**src/rtl/iter_fft_addr_gen_pkg.sv**
```systemverilog
// ============================================================================
// Module  : iter_fft_pkg
// Purpose : Shared FSM encoding, default size and address helper functions
//           for the iterative radix-2 DIT FFT address sequencer.
// Rev     : 1.0  initial release
// ============================================================================
`default_nettype none

package iter_fft_pkg;

  localparam int DEFAULT_LOG2N = 10;

  // Sequencer phases. S_GAP only exists when the inter-stage gap is built in.
  typedef enum logic [1:0] {
    S_IDLE = 2'd0,
    S_RUN  = 2'd1,
    S_GAP  = 2'd2,
    S_DONE = 2'd3
  } state_t;

  // Butterfly index k with a zero bit inserted at position s (upper input).
  function automatic logic [31:0] insert_zero(input logic [31:0] k, input logic [31:0] s);
    logic [31:0] low;
    low = (32'd1 << s) - 32'd1;
    return ((k & ~low) << 1) | (k & low);
  endfunction

  // Twiddle index: (k mod 2^s) scaled up to the full (log2n-1)-bit ROM range.
  function automatic logic [31:0] tw_index(input logic [31:0] k, input logic [31:0] s,
                                           input logic [31:0] log2n);
    logic [31:0] low;
    logic [31:0] mask;
    low  = (32'd1 << s) - 32'd1;
    mask = (32'd1 << (log2n - 32'd1)) - 32'd1;
    return ((k & low) << (log2n - 32'd1 - s)) & mask;
  endfunction

endpackage

`default_nettype wire

```
**src/rtl/iter_fft_addr_gen_if.sv**
```systemverilog
// ============================================================================
// Module  : iter_fft_addr_gen_if
// Purpose : Start request plus address/status bundle of the FFT sequencer.
//           master = consumer/controller side, slave = sequencer side.
// Rev     : 1.0  initial release
// ============================================================================
`default_nettype none

interface iter_fft_addr_gen_if
  import iter_fft_pkg::*;
#(
  parameter int LOG2N = DEFAULT_LOG2N,
  parameter int STW   = ($clog2(LOG2N) < 1) ? 1 : $clog2(LOG2N)
);

  logic             i_START;
  logic [LOG2N-1:0] o_ADDR_A;
  logic [LOG2N-1:0] o_ADDR_B;
  logic [LOG2N-2:0] o_TW_ADDR;
  logic [STW-1:0]   o_STAGE;
  logic             o_VALID;
  logic             o_STAGE_LAST;
  logic             o_BUSY;
  logic             o_DONE;

  modport master (
    output i_START,
    input  o_ADDR_A, o_ADDR_B, o_TW_ADDR, o_STAGE,
    input  o_VALID, o_STAGE_LAST, o_BUSY, o_DONE
  );

  modport slave (
    input  i_START,
    output o_ADDR_A, o_ADDR_B, o_TW_ADDR, o_STAGE,
    output o_VALID, o_STAGE_LAST, o_BUSY, o_DONE
  );

endinterface

`default_nettype wire

```
**src/rtl/iter_fft_addr_gen_stage_cnt.sv**
```systemverilog
// ============================================================================
// Module  : iter_fft_stage_cnt
// Purpose : Nested stage (s) / butterfly (k) counter. k runs 0..N/2-1 inside
//           each stage; s runs 0..LOG2N-1 and wraps to 0 after the last stage.
// Rev     : 1.0  initial release
// ============================================================================
`default_nettype none

module iter_fft_stage_cnt
  import iter_fft_pkg::*;
#(
  parameter int LOG2N = DEFAULT_LOG2N,
  parameter int STW   = ($clog2(LOG2N) < 1) ? 1 : $clog2(LOG2N)
) (
  input  logic             clk,
  input  logic             rst,
  input  logic             en,
  input  logic             clr,
  input  logic             adv,
  output logic [STW-1:0]   s,
  output logic [LOG2N-2:0] k,
  output logic             k_last,
  output logic             s_last
);

  assign k_last = &k;
  assign s_last = (s == STW'(LOG2N - 1));

  // Advance k each step; on k wrap move to the next stage (or wrap the stage).
  always_ff @(posedge clk) begin
    if (!rst) begin
      s <= '0;
      k <= '0;
    end else if (en) begin
      if (clr) begin
        s <= '0;
        k <= '0;
      end else if (adv) begin
        if (k_last) begin
          k <= '0;
          s <= s_last ? '0 : s + 1'b1;
        end else begin
          k <= k + 1'b1;
        end
      end
    end
  end

endmodule

`default_nettype wire

```
**src/rtl/iter_fft_addr_gen.sv**
```systemverilog
// ============================================================================
// Module  : iter_fft_addr_gen
// Purpose : Address/control sequencer for an in-place radix-2 DIT FFT. Emits
//           one butterfly (A, B, twiddle, stage) per enabled cycle.
//           Optional macro ITER_FFT_STAGE_GAP_EN inserts GAP_CYCLES idle
//           cycles between stages so the butterfly pipeline can drain.
// Rev     : 1.0  initial release
// ============================================================================
`default_nettype none

module iter_fft_addr_gen
  import iter_fft_pkg::*;
#(
  parameter int LOG2N      = DEFAULT_LOG2N,
  parameter int STW        = ($clog2(LOG2N) < 1) ? 1 : $clog2(LOG2N),
  parameter int GAP_CYCLES = 4
) (
  input  logic                CLK,
  input  logic                RST,
  input  logic                EN,
  iter_fft_addr_gen_if.slave  bus
);

  localparam int KW = LOG2N - 1;

  // The counter always holds the butterfly that will be issued next, so the
  // output registers load straight from it on the issuing edge.
  state_t           state;
  logic [STW-1:0]   cnt_s;
  logic [KW-1:0]    cnt_k;
  logic             k_last;
  logic             s_last;
  logic             cnt_clr;
  logic             issue;
  logic             gap_go;
  logic             final_issued;

  logic [LOG2N-1:0] addr_a_nxt;
  logic [LOG2N-1:0] addr_b_nxt;
  logic [KW-1:0]    tw_nxt;

  logic [LOG2N-1:0] addr_a;
  logic [LOG2N-1:0] addr_b;
  logic [KW-1:0]    tw;
  logic [STW-1:0]   stage;
  logic             valid;
  logic             stage_last;
  logic             busy;
  logic             done;

`ifdef ITER_FFT_STAGE_GAP_EN
  localparam int GW = ($clog2(GAP_CYCLES + 1) < 1) ? 1 : $clog2(GAP_CYCLES + 1);
  logic [GW-1:0] gap_cnt;
  logic          gap_end;
  assign gap_go  = (GAP_CYCLES > 0) && stage_last;
  assign gap_end = (gap_cnt == GW'((GAP_CYCLES > 0) ? GAP_CYCLES - 1 : 0));
`else
  assign gap_go  = 1'b0;
`endif

  iter_fft_stage_cnt #(
    .LOG2N (LOG2N),
    .STW   (STW)
  ) u_cnt (
    .clk    (CLK),
    .rst    (RST),
    .en     (EN),
    .clr    (cnt_clr),
    .adv    (issue),
    .s      (cnt_s),
    .k      (cnt_k),
    .k_last (k_last),
    .s_last (s_last)
  );

  assign cnt_clr    = (state == S_DONE);
  assign addr_a_nxt = LOG2N'(insert_zero(32'(cnt_k), 32'(cnt_s)));
  assign addr_b_nxt = addr_a_nxt | (LOG2N'(1) << cnt_s);
  assign tw_nxt     = KW'(tw_index(32'(cnt_k), 32'(cnt_s), 32'(LOG2N)));

  // Decide whether a butterfly is issued on the coming edge.
  always_comb begin
    issue = 1'b0;
    case (state)
      S_IDLE:  issue = bus.i_START;
      S_RUN:   issue = !final_issued && !gap_go;
`ifdef ITER_FFT_STAGE_GAP_EN
      S_GAP:   issue = gap_end;
`endif
      default: issue = 1'b0;
    endcase
  end

  // FSM and registered outputs; the state always describes what is shown.
  always_ff @(posedge CLK) begin
    if (!RST) begin
      state        <= S_IDLE;
      final_issued <= 1'b0;
      addr_a       <= '0;
      addr_b       <= '0;
      tw           <= '0;
      stage        <= '0;
      valid        <= 1'b0;
      stage_last   <= 1'b0;
      busy         <= 1'b0;
      done         <= 1'b0;
`ifdef ITER_FFT_STAGE_GAP_EN
      gap_cnt      <= '0;
`endif
    end else if (EN) begin
      if (issue) begin
        addr_a       <= addr_a_nxt;
        addr_b       <= addr_b_nxt;
        tw           <= tw_nxt;
        stage        <= cnt_s;
        stage_last   <= k_last;
        final_issued <= k_last && s_last;
        valid        <= 1'b1;
      end
      case (state)
        S_IDLE: begin
          done <= 1'b0;
          if (issue) begin
            state <= S_RUN;
            busy  <= 1'b1;
          end else begin
            busy  <= 1'b0;
            valid <= 1'b0;
          end
        end
        S_RUN: begin
          if (final_issued) begin
            state        <= S_DONE;
            final_issued <= 1'b0;
            valid        <= 1'b0;
            done         <= 1'b1;
          end else if (gap_go) begin
`ifdef ITER_FFT_STAGE_GAP_EN
            state   <= S_GAP;
            gap_cnt <= '0;
`endif
            valid   <= 1'b0;
          end
        end
`ifdef ITER_FFT_STAGE_GAP_EN
        S_GAP: begin
          if (gap_end) begin
            state <= S_RUN;
          end else begin
            gap_cnt <= gap_cnt + 1'b1;
          end
        end
`endif
        S_DONE: begin
          state <= S_IDLE;
          done  <= 1'b0;
          busy  <= 1'b0;
          valid <= 1'b0;
        end
        default: state <= S_IDLE;
      endcase
    end
  end

  assign bus.o_ADDR_A     = addr_a;
  assign bus.o_ADDR_B     = addr_b;
  assign bus.o_TW_ADDR    = tw;
  assign bus.o_STAGE      = stage;
  assign bus.o_VALID      = valid;
  assign bus.o_STAGE_LAST = stage_last;
  assign bus.o_BUSY       = busy;
  assign bus.o_DONE       = done;

endmodule

`default_nettype wire
```
**src/flat_wrapper.sv**
```systemverilog
// flat-port wrapper written by rule: the top's interface ports become plain ports
module iter_fft_addr_gen_flat import iter_fft_pkg::*;
#(
  parameter int LOG2N      = DEFAULT_LOG2N,
  parameter int STW        = ($clog2(LOG2N) < 1) ? 1 : $clog2(LOG2N),
  parameter int GAP_CYCLES = 4
)
  (CLK, RST, EN, bus_i_START, bus_o_ADDR_A, bus_o_ADDR_B, bus_o_TW_ADDR, bus_o_STAGE, bus_o_VALID, bus_o_STAGE_LAST, bus_o_BUSY, bus_o_DONE);
  iter_fft_addr_gen_if #(.LOG2N(LOG2N), .STW(STW)) bus_i ();
  input  logic CLK;
  input  logic RST;
  input  logic EN;
  input wire logic [$bits(bus_i.i_START)-1:0] bus_i_START;
  output wire logic [$bits(bus_i.o_ADDR_A)-1:0] bus_o_ADDR_A;
  output wire logic [$bits(bus_i.o_ADDR_B)-1:0] bus_o_ADDR_B;
  output wire logic [$bits(bus_i.o_TW_ADDR)-1:0] bus_o_TW_ADDR;
  output wire logic [$bits(bus_i.o_STAGE)-1:0] bus_o_STAGE;
  output wire logic [$bits(bus_i.o_VALID)-1:0] bus_o_VALID;
  output wire logic [$bits(bus_i.o_STAGE_LAST)-1:0] bus_o_STAGE_LAST;
  output wire logic [$bits(bus_i.o_BUSY)-1:0] bus_o_BUSY;
  output wire logic [$bits(bus_i.o_DONE)-1:0] bus_o_DONE;
  assign bus_i.i_START = bus_i_START;
  assign bus_o_ADDR_A = bus_i.o_ADDR_A;
  assign bus_o_ADDR_B = bus_i.o_ADDR_B;
  assign bus_o_TW_ADDR = bus_i.o_TW_ADDR;
  assign bus_o_STAGE = bus_i.o_STAGE;
  assign bus_o_VALID = bus_i.o_VALID;
  assign bus_o_STAGE_LAST = bus_i.o_STAGE_LAST;
  assign bus_o_BUSY = bus_i.o_BUSY;
  assign bus_o_DONE = bus_i.o_DONE;
  iter_fft_addr_gen #(.LOG2N(LOG2N), .STW(STW), .GAP_CYCLES(GAP_CYCLES)) u_core (.CLK(CLK), .RST(RST), .EN(EN), .bus(bus_i));
endmodule
```
**config.mk**
```make
export PLATFORM = sky130hd
export DESIGN_NAME = iter_fft_addr_gen_flat
export DESIGN_NICKNAME = d
export VERILOG_FILES = /design/src/rtl/iter_fft_addr_gen_pkg.sv /design/src/rtl/iter_fft_addr_gen_if.sv /design/src/rtl/iter_fft_addr_gen_stage_cnt.sv /design/src/rtl/iter_fft_addr_gen.sv /design/src/flat_wrapper.sv
export SDC_FILE = /design/constraint.sdc
export NUM_CORES = 1
export LEC_CHECK = 0
export ABC_CLOCK_PERIOD_IN_PS = 3500
export BUFFER_PORTS_ARGS = -buffer_cell sky130_fd_sc_hd__buf_2
export CORE_MARGIN = 2
export CORE_UTILIZATION = 45
export DETAILED_ROUTE_END_ITERATION = 7
export REMOVE_ABC_BUFFERS = 1
export SLEW_MARGIN = 10
export SYNTH_ARGS = -nofsm -noshare
export SYNTH_HDL_FRONTEND = slang
export SYNTH_HIERARCHICAL = 1
export SYNTH_SLANG_ARGS = --single-unit
```
**constraint.sdc**
```tcl
create_clock -name CLK -period 3.5 [get_ports CLK]
set_input_delay 0.175 -clock CLK [delete_from_list [all_inputs] [get_ports CLK]]
set_output_delay 0.175 -clock CLK [all_outputs]
set_load 0.005 [all_outputs]
```
==> flow_summary_export.csv, run 1 <==
group,metric,value,unit
grt,grt_pass1_wl,13.1,mm
floorplanning,die_area,7360,µm²
flow_run,max-cap-violations,0,
place,dp_hpwl,5.41,mm
route,m1WireLength,3.61,mm
worst_setup_path,ff2ff_path_depth,9,
worst_hold_path,hp-class,"in -> reg",
worst_hold_path,hold_depth,2,
sta,period_needed,2.75,ns
sta,slew_headroom,0.382,
synth,syn_avg_cell_area,8.01,µm²
cts,clock_tree.htree_level_count,2,
worst_setup_path,path_class,"reg -> reg",
route,remaining_drc_errors,0,
floorplanning,floorplan.initialDensity,0.469,
cts,postCtsHoldBufs,0,
route,topRoutingLayerUsed,"met4",
grt,grt_antenna_before_repair,0,
worst_setup_path,worst_ep_required_time,3.69,ns
synth,synth_edf_count,0,
cts,clockBufferDepth,2,
pwr,ir_drop,0.000219,V
synth,synth-xor-area-share,0.0145,
final_layout,syn2layout_area_growth,10.8,%
pwr,p_per_area,409,nW/µm²
route,drt_first_iter_violations,184,
cts,cts_resized,0,
pwr,p_seq_frac,0.485,
place,gp_congestion,0.916,
route,met3WireLength,389,µm
floorplanning,rows,29,
sta,fmax,363,MHz
route,antenna_left,0,
route,wire_per_inst,16.0,µm
synth,synth-seq-cells,53,
synth,ys.flop_type,"dfxtp_1",
sta,hold_viol,0,
synth,synthMuxAreaShare,0.0133,
worst_setup_path,endpoint_kind,"flip-flop",
worst_setup_path,path_depth,9,
floorplanning,fp.dieH,85.8,µm
place,dp.cells,475,
synth,synth_fa_ha_area_frac,0.0415,
sta,finalSetupTns,0,ns
route,firstDrtPassIters,6,
sta,drv_slew,0,
cts,clk_latency,0.31,ns
route,viasPerCell,5.86,
synth,synth_top_family_by_area,"compound AO/OA/AOI/OAI gates",
floorplanning,die_width,85.8,µm
synth,postSynthCellCount,376,
floorplanning,ioPinCount,41,
cts,numCtsBuffers,5,
grt,grt_pass1_vias,2720,
final_layout,insertedDiodeCount,0,
final_layout,instances_no_fill,483,
worst_setup_path,worstPathArrival,2.94,ns
sta,period_share,0.786,
sta,setup_viol,0,
worst_setup_path,worst_setup_path_start_kind,"flip-flop",
floorplanning,coreArea,6420,µm²
synth,synth-seq-area-share,0.352,
grt,grt_max_degree,30,
worst_setup_path,cpMaxStageDelayCell,"dfxtp_1",
synth,async_reset_ff_frac,0,
final_layout,final_common_cell,"dfxtp_1",
final_layout,finalNetCount,419,
cts,cts_root_buf,"clkbuf_8",
route,wl_met2,3.56,mm
worst_setup_path,slowest_delay,0.48,ns
worst_setup_path,crit_family,"compound AO/OA/AOI/OAI gates",
final_layout,drive_gt1_frac,0.167,
worst_setup_path,worstPathCellList,"or2_4 > nor3_4 > inv_1 > ha_1 > nand2_1 > a21boi_0 > o21ai_0 > a221oi_1 > a21oi_1",
cts,cts_tree,"built",
synth,yosysUniqueCellTypes,58,
grt,grt-ovfl-total,0,
grt,grtUsageTotal,0.222,
pwr,pwr-share-comb,0.194,
worst_setup_path,timing.critical_path.buf_inv,1,
cts,cts_setup_buffers,0,
pwr,intPower,0.963,mW
sta,rsz0062_at_grt,"no",
synth,syn_area,3010,µm²
cts,cts_sinks,53,
place,io_buffers,40,
route,routed_wl,7.74,mm
route,via_count,2830,
pwr,p_sw,0.402,mW
sta,clock_skew,0.00823,ns
cts,cts.clk_slew.worst_paths,0.10,ns
pwr,p_clk_frac,0.320,
synth,synth_compound_area_frac,0.268,
final_layout,final_cell_mix,"53 x dfxtp_1, 41 x nand2_1, 40 x buf_2",
pwr,p_leak,1.34,nW
sta,tightest_slew,0.927,ns
synth,synth_simple_gate_area_frac,0.240,
synth,yosysWarnings,6,
pwr,sw_frac_of_total,0.295,
status,status,"completed",
worst_setup_path,critPathMaxFanout,21,
cell type report:
class                      instances  area, µm²
timing repair buffer              47        253
tap                               77       96.3
fill                             655       3080
multi-input combinational        279       1740
clock buffer                       6       82.6
sequential                        53       1060
clock inverter                     2       37.5
inverter                          19       71.3
worst reg2reg max path, cell delays in order (launching register included):
cell and delay, ns:
dfxtp_1 0.48, or2_4 0.34, nor3_4 0.24, inv_1 0.11, ha_1 0.45, nand2_1 0.19, a21boi_0 0.25, o21ai_0 0.12
a221oi_1 0.35, a21oi_1 0.12
Yosys cell counts, drive strengths merged (6+ instances only):
library cell,instances,area share
buf,20,0.041
nand2,41,0.051
or3,9,0.019
o21ai,35,0.058
ha,10,0.042
nand4,6,0.012
dfxtp,53,0.35
inv,18,0.022
o211ai,8,0.020
nor3,7,0.021
nor2,30,0.039
nand2b,9,0.020
nand3,13,0.022
a31oi,8,0.017
a21oi,33,0.056
registers in the layout, summed over array words and instances (netlist names), 2 cells and up:
| register | count |
|---|---|
| u_core/u_cnt/s | 4 |
| u_core/u_cnt/k | 9 |
| u_core/bus.o_ADDR_A | 10 |
| u_core/bus.o_ADDR_B | 10 |
| u_core/state | 2 |
| u_core/bus.o_STAGE | 4 |
| u_core/bus.o_TW_ADDR | 9 |
metrics by stage:
step,cell area [µm²],setup slack [ns],power [mW],utilization,hold WS [ns]
after global placement,3220,0.907,0.937,0.501,0.444
after floorplan,2870,0.942,0.850,-,0.264
final,3340,0.748,1.37,0.520,0.153
after global routing,3340,0.508,1.44,0.520,0.184
after CTS,3340,0.764,1.38,0.520,0.141
after detailed placement,3220,0.800,0.939,0.501,0.449
power groups by stage:
stage | Clock [mW] | Combinational, mW | Sequential (mW)
finish | 0.437 | 0.265 | 0.663
CTS | 0.453 | 0.265 | 0.662
detailed placement | 0 | 0.264 | 0.676
floorplan | 0 | 0.174 | 0.676
global route | 0.476 | 0.299 | 0.667
global placement | 0 | 0.263 | 0.674
worst paths after layout:
path	from	to	slack [ns]
max	u_core/u_cnt/s[2]	u_core/bus.o_ADDR_B[6]	0.75
min reg2reg	u_core/bus.o_STAGE[2]	u_core/bus.o_STAGE[2]	0.46
min	EN	u_core/final_issued	0.15
max reg2reg	u_core/u_cnt/s[2]	u_core/bus.o_ADDR_B[6]	0.75
logic make-up after synthesis:
logic type | count (synthesis)
AO/OA/AOI/OAI | 123
XOR/XNOR | 5
adder cells (fa/ha/maj) | 10
buffers and inverters | 44
flip-flops | 53
multiplexers | 4
AND/OR/NAND/NOR | 137
metal layers:
layer / global-route usage / vias to the layer above
met1: 0.305 / 1303
met3: 0.0298 / 16
met2: 0.352 / 86
li1: - / 1425
met4: 0.0895 / 0
met5: 0 / -
(Power assumes the default switching activity.)
==> run 2, diff against run 1 <==
- ABC_CLOCK_PERIOD_IN_PS: 3500 -> 2250
- PLACE_DENSITY: unset -> 0.67
- clock period: 3.5 -> 2.25 ns (I/O delays scaled with it)
==> flow_summary_export.csv, run 2 (same netlist as run 1, synthesis figures left out) <==
group,metric,value,unit
worst_setup_path,r2r_start,"u_core/u_cnt/s[1]",
worst_setup_path,worst_setup_path_start_kind,"flip-flop",
route,via_count,2981,
grt,grt-ovfl-total,0,
grt,grtUsageTotal,0.224,
final_layout,drive_gt1_frac,0.228,
worst_setup_path,timing.critical_path.buf_inv,2,
final_layout,insertedDiodeCount,0,
final_layout,multi_input_area,1780,µm²
floorplanning,floorplan.initialDensity,0.469,
route,routed_wl,8.04,mm
final_layout,final_common_cell,"dfxtp_1",
sta,tightest_slew,0.600,ns
pwr,ir_drop,0.000363,V
worst_setup_path,path_depth,10,
place,gp_congestion,0.974,
sta,hold_viol,0,
final_layout,finalNetCount,443,
cts,clockBufferDepth,2,
cts,clk_latency,0.30,ns
sta,period_share,0.938,
place,dp.cells,499,
grt,grt_pass1_wl,13.4,mm
worst_setup_path,worst_ep_required_time,2.48,ns
sta,period_needed,2.11,ns
worst_setup_path,r2r-end,"u_core/bus.o_TW_ADDR[5]",
pwr,p_leak,1.47,nW
sta,finalSetupTns,0,ns
sta,setup_viol,0,
final_layout,instances_no_fill,507,
route,antenna_left,0,
worst_setup_path,ff2ff_path_depth,10,
route,firstDrtPassIters,8,
grt,grt_antenna_before_repair,0,
cts,cts_tree,"built",
place,dp_slack,0.103,ns
worst_setup_path,endpoint_kind,"flip-flop",
grt,grt_max_degree,31,
worst_setup_path,path_class,"reg -> reg",
worst_setup_path,critPathMaxFanout,4,
cts,cts_root_buf,"clkbuf_8",
sta,fmax,474,MHz
status,status,"finished with violations",
status,violations,"DRC",
cts,cts.clk_slew.worst_paths,0.10,ns
floorplanning,ioPinCount,41,
final_layout,syn2layout_area_growth,18.4,%
sta,slew_headroom,0.600,
final_layout,final_cell_area,3560,µm²
pwr,p_per_area,614,nW/µm²
floorplanning,rows,29,
sta,clock_skew,0.0104,ns
worst_setup_path,crit_family,"simple AND/OR/NAND/NOR gates",
sta,drv_slew,0,
worst_hold_path,hp-class,"in -> reg",
route,remaining_drc_errors,3,
cts,clock_tree.htree_level_count,2,
route,viasPerCell,5.88,
worst_hold_path,min_to,"u_core/final_issued",
place,io_buffers,40,
cts,cts_sinks,53,
final_layout,fillCellCount,636,
worst_setup_path,cpMaxStageDelayCell,"dfxtp_1",
floorplanning,die_area,7360,µm²
worst_setup_path,worstPathCellList,"or2_4 > nor3_4 > inv_2 > ha_4 > nand2b_1 > buf_4 > a22o_4 > nor3_4 > a21oi_1 > o21ai_1",
worst_setup_path,worstPathArrival,2.34,ns
worst_hold_path,hold_depth,2,
cts,numCtsBuffers,5,
final_layout,final_cell_mix,"53 x dfxtp_1, 41 x nand2_1, 40 x buf_2",
sta,postLayoutSetupSlackWorst,0.139,ns
cts,postCtsHoldBufs,0,
worst_setup_path,cp_common_cell,"nor3_4",
cts,cts_setup_buffers,0,
sta,timing.hold.ws,0.105,ns
final_layout,fin_util,0.555,
worst_hold_path,hold_start,"EN",
route,drt_first_iter_violations,216,
worst_setup_path,slowest_delay,0.32,ns
flow_run,max-cap-violations,0,
place,dpl_cell_area,3400,µm²
route,wire_per_inst,15.9,µm
worst_setup_path,reg2reg_slack,0.14,ns
floorplanning,fp.dieH,85.8,µm
pwr,p_total,2.19,mW
place,dp_hpwl,5.82,mm
floorplanning,coreArea,6420,µm²
final_layout,seqCellArea,1060,µm²
grt,grt_pass1_vias,2775,
floorplanning,die_width,85.8,µm
==> run 2: cell count changes in the layout (fill, tap and decap cells not counted), sizes merged <==
cell / before / now
buf: 47 / 71
==> run 2: worst max-delay path by stage <==
stage | from | to | slack (ns)
after floorplan | u_core/u_cnt/s[1] | u_core/bus.o_ADDR_B[6] | -0.31
final | u_core/u_cnt/s[1] | u_core/bus.o_TW_ADDR[5] | 0.14
after global routing | u_core/u_cnt/s[1] | u_core/bus.o_TW_ADDR[8] | -0.006
after CTS | u_core/u_cnt/s[1] | u_core/bus.o_ADDR_B[8] | 0.07
after global placement | u_core/u_cnt/s[1] | u_core/bus.o_ADDR_B[8] | 0.15
after detailed placement | u_core/u_cnt/s[1] | u_core/bus.o_TW_ADDR[8] | 0.10
==> run 2: routing by layer <==
layer  vias to the layer above  wire, µm  GRT usage
li1                       1467         -          -
met1                      1415      3700      0.304
met2                        86      3770      0.366
met3                        13       403     0.0404
met4                         0       165     0.0620
met5                         -         0          0
==> run 2: power breakdown <==
part	internal (mW)	switching, mW
Sequential	0.986	0.0220
Combinational	0.195	0.305
Clock	0.362	0.319
Total	1.54	0.646
==> run 2: repair_timing <==
item,in CTS,in global routing
gates resized for setup,0,8
endpoints found under the setup margin,0,10
hold endpoints to repair,0,0
==> run 2: layout make-up <==
class / count / area share
inverter: 19 / 0.0200
sequential: 53 / 0.298
clock inverter: 2 / 0.0105
multi-input combinational: 279 / 0.499
timing repair buffer: 71 / 0.122
clock buffer: 6 / 0.0232
tap: 77 / 0.0270
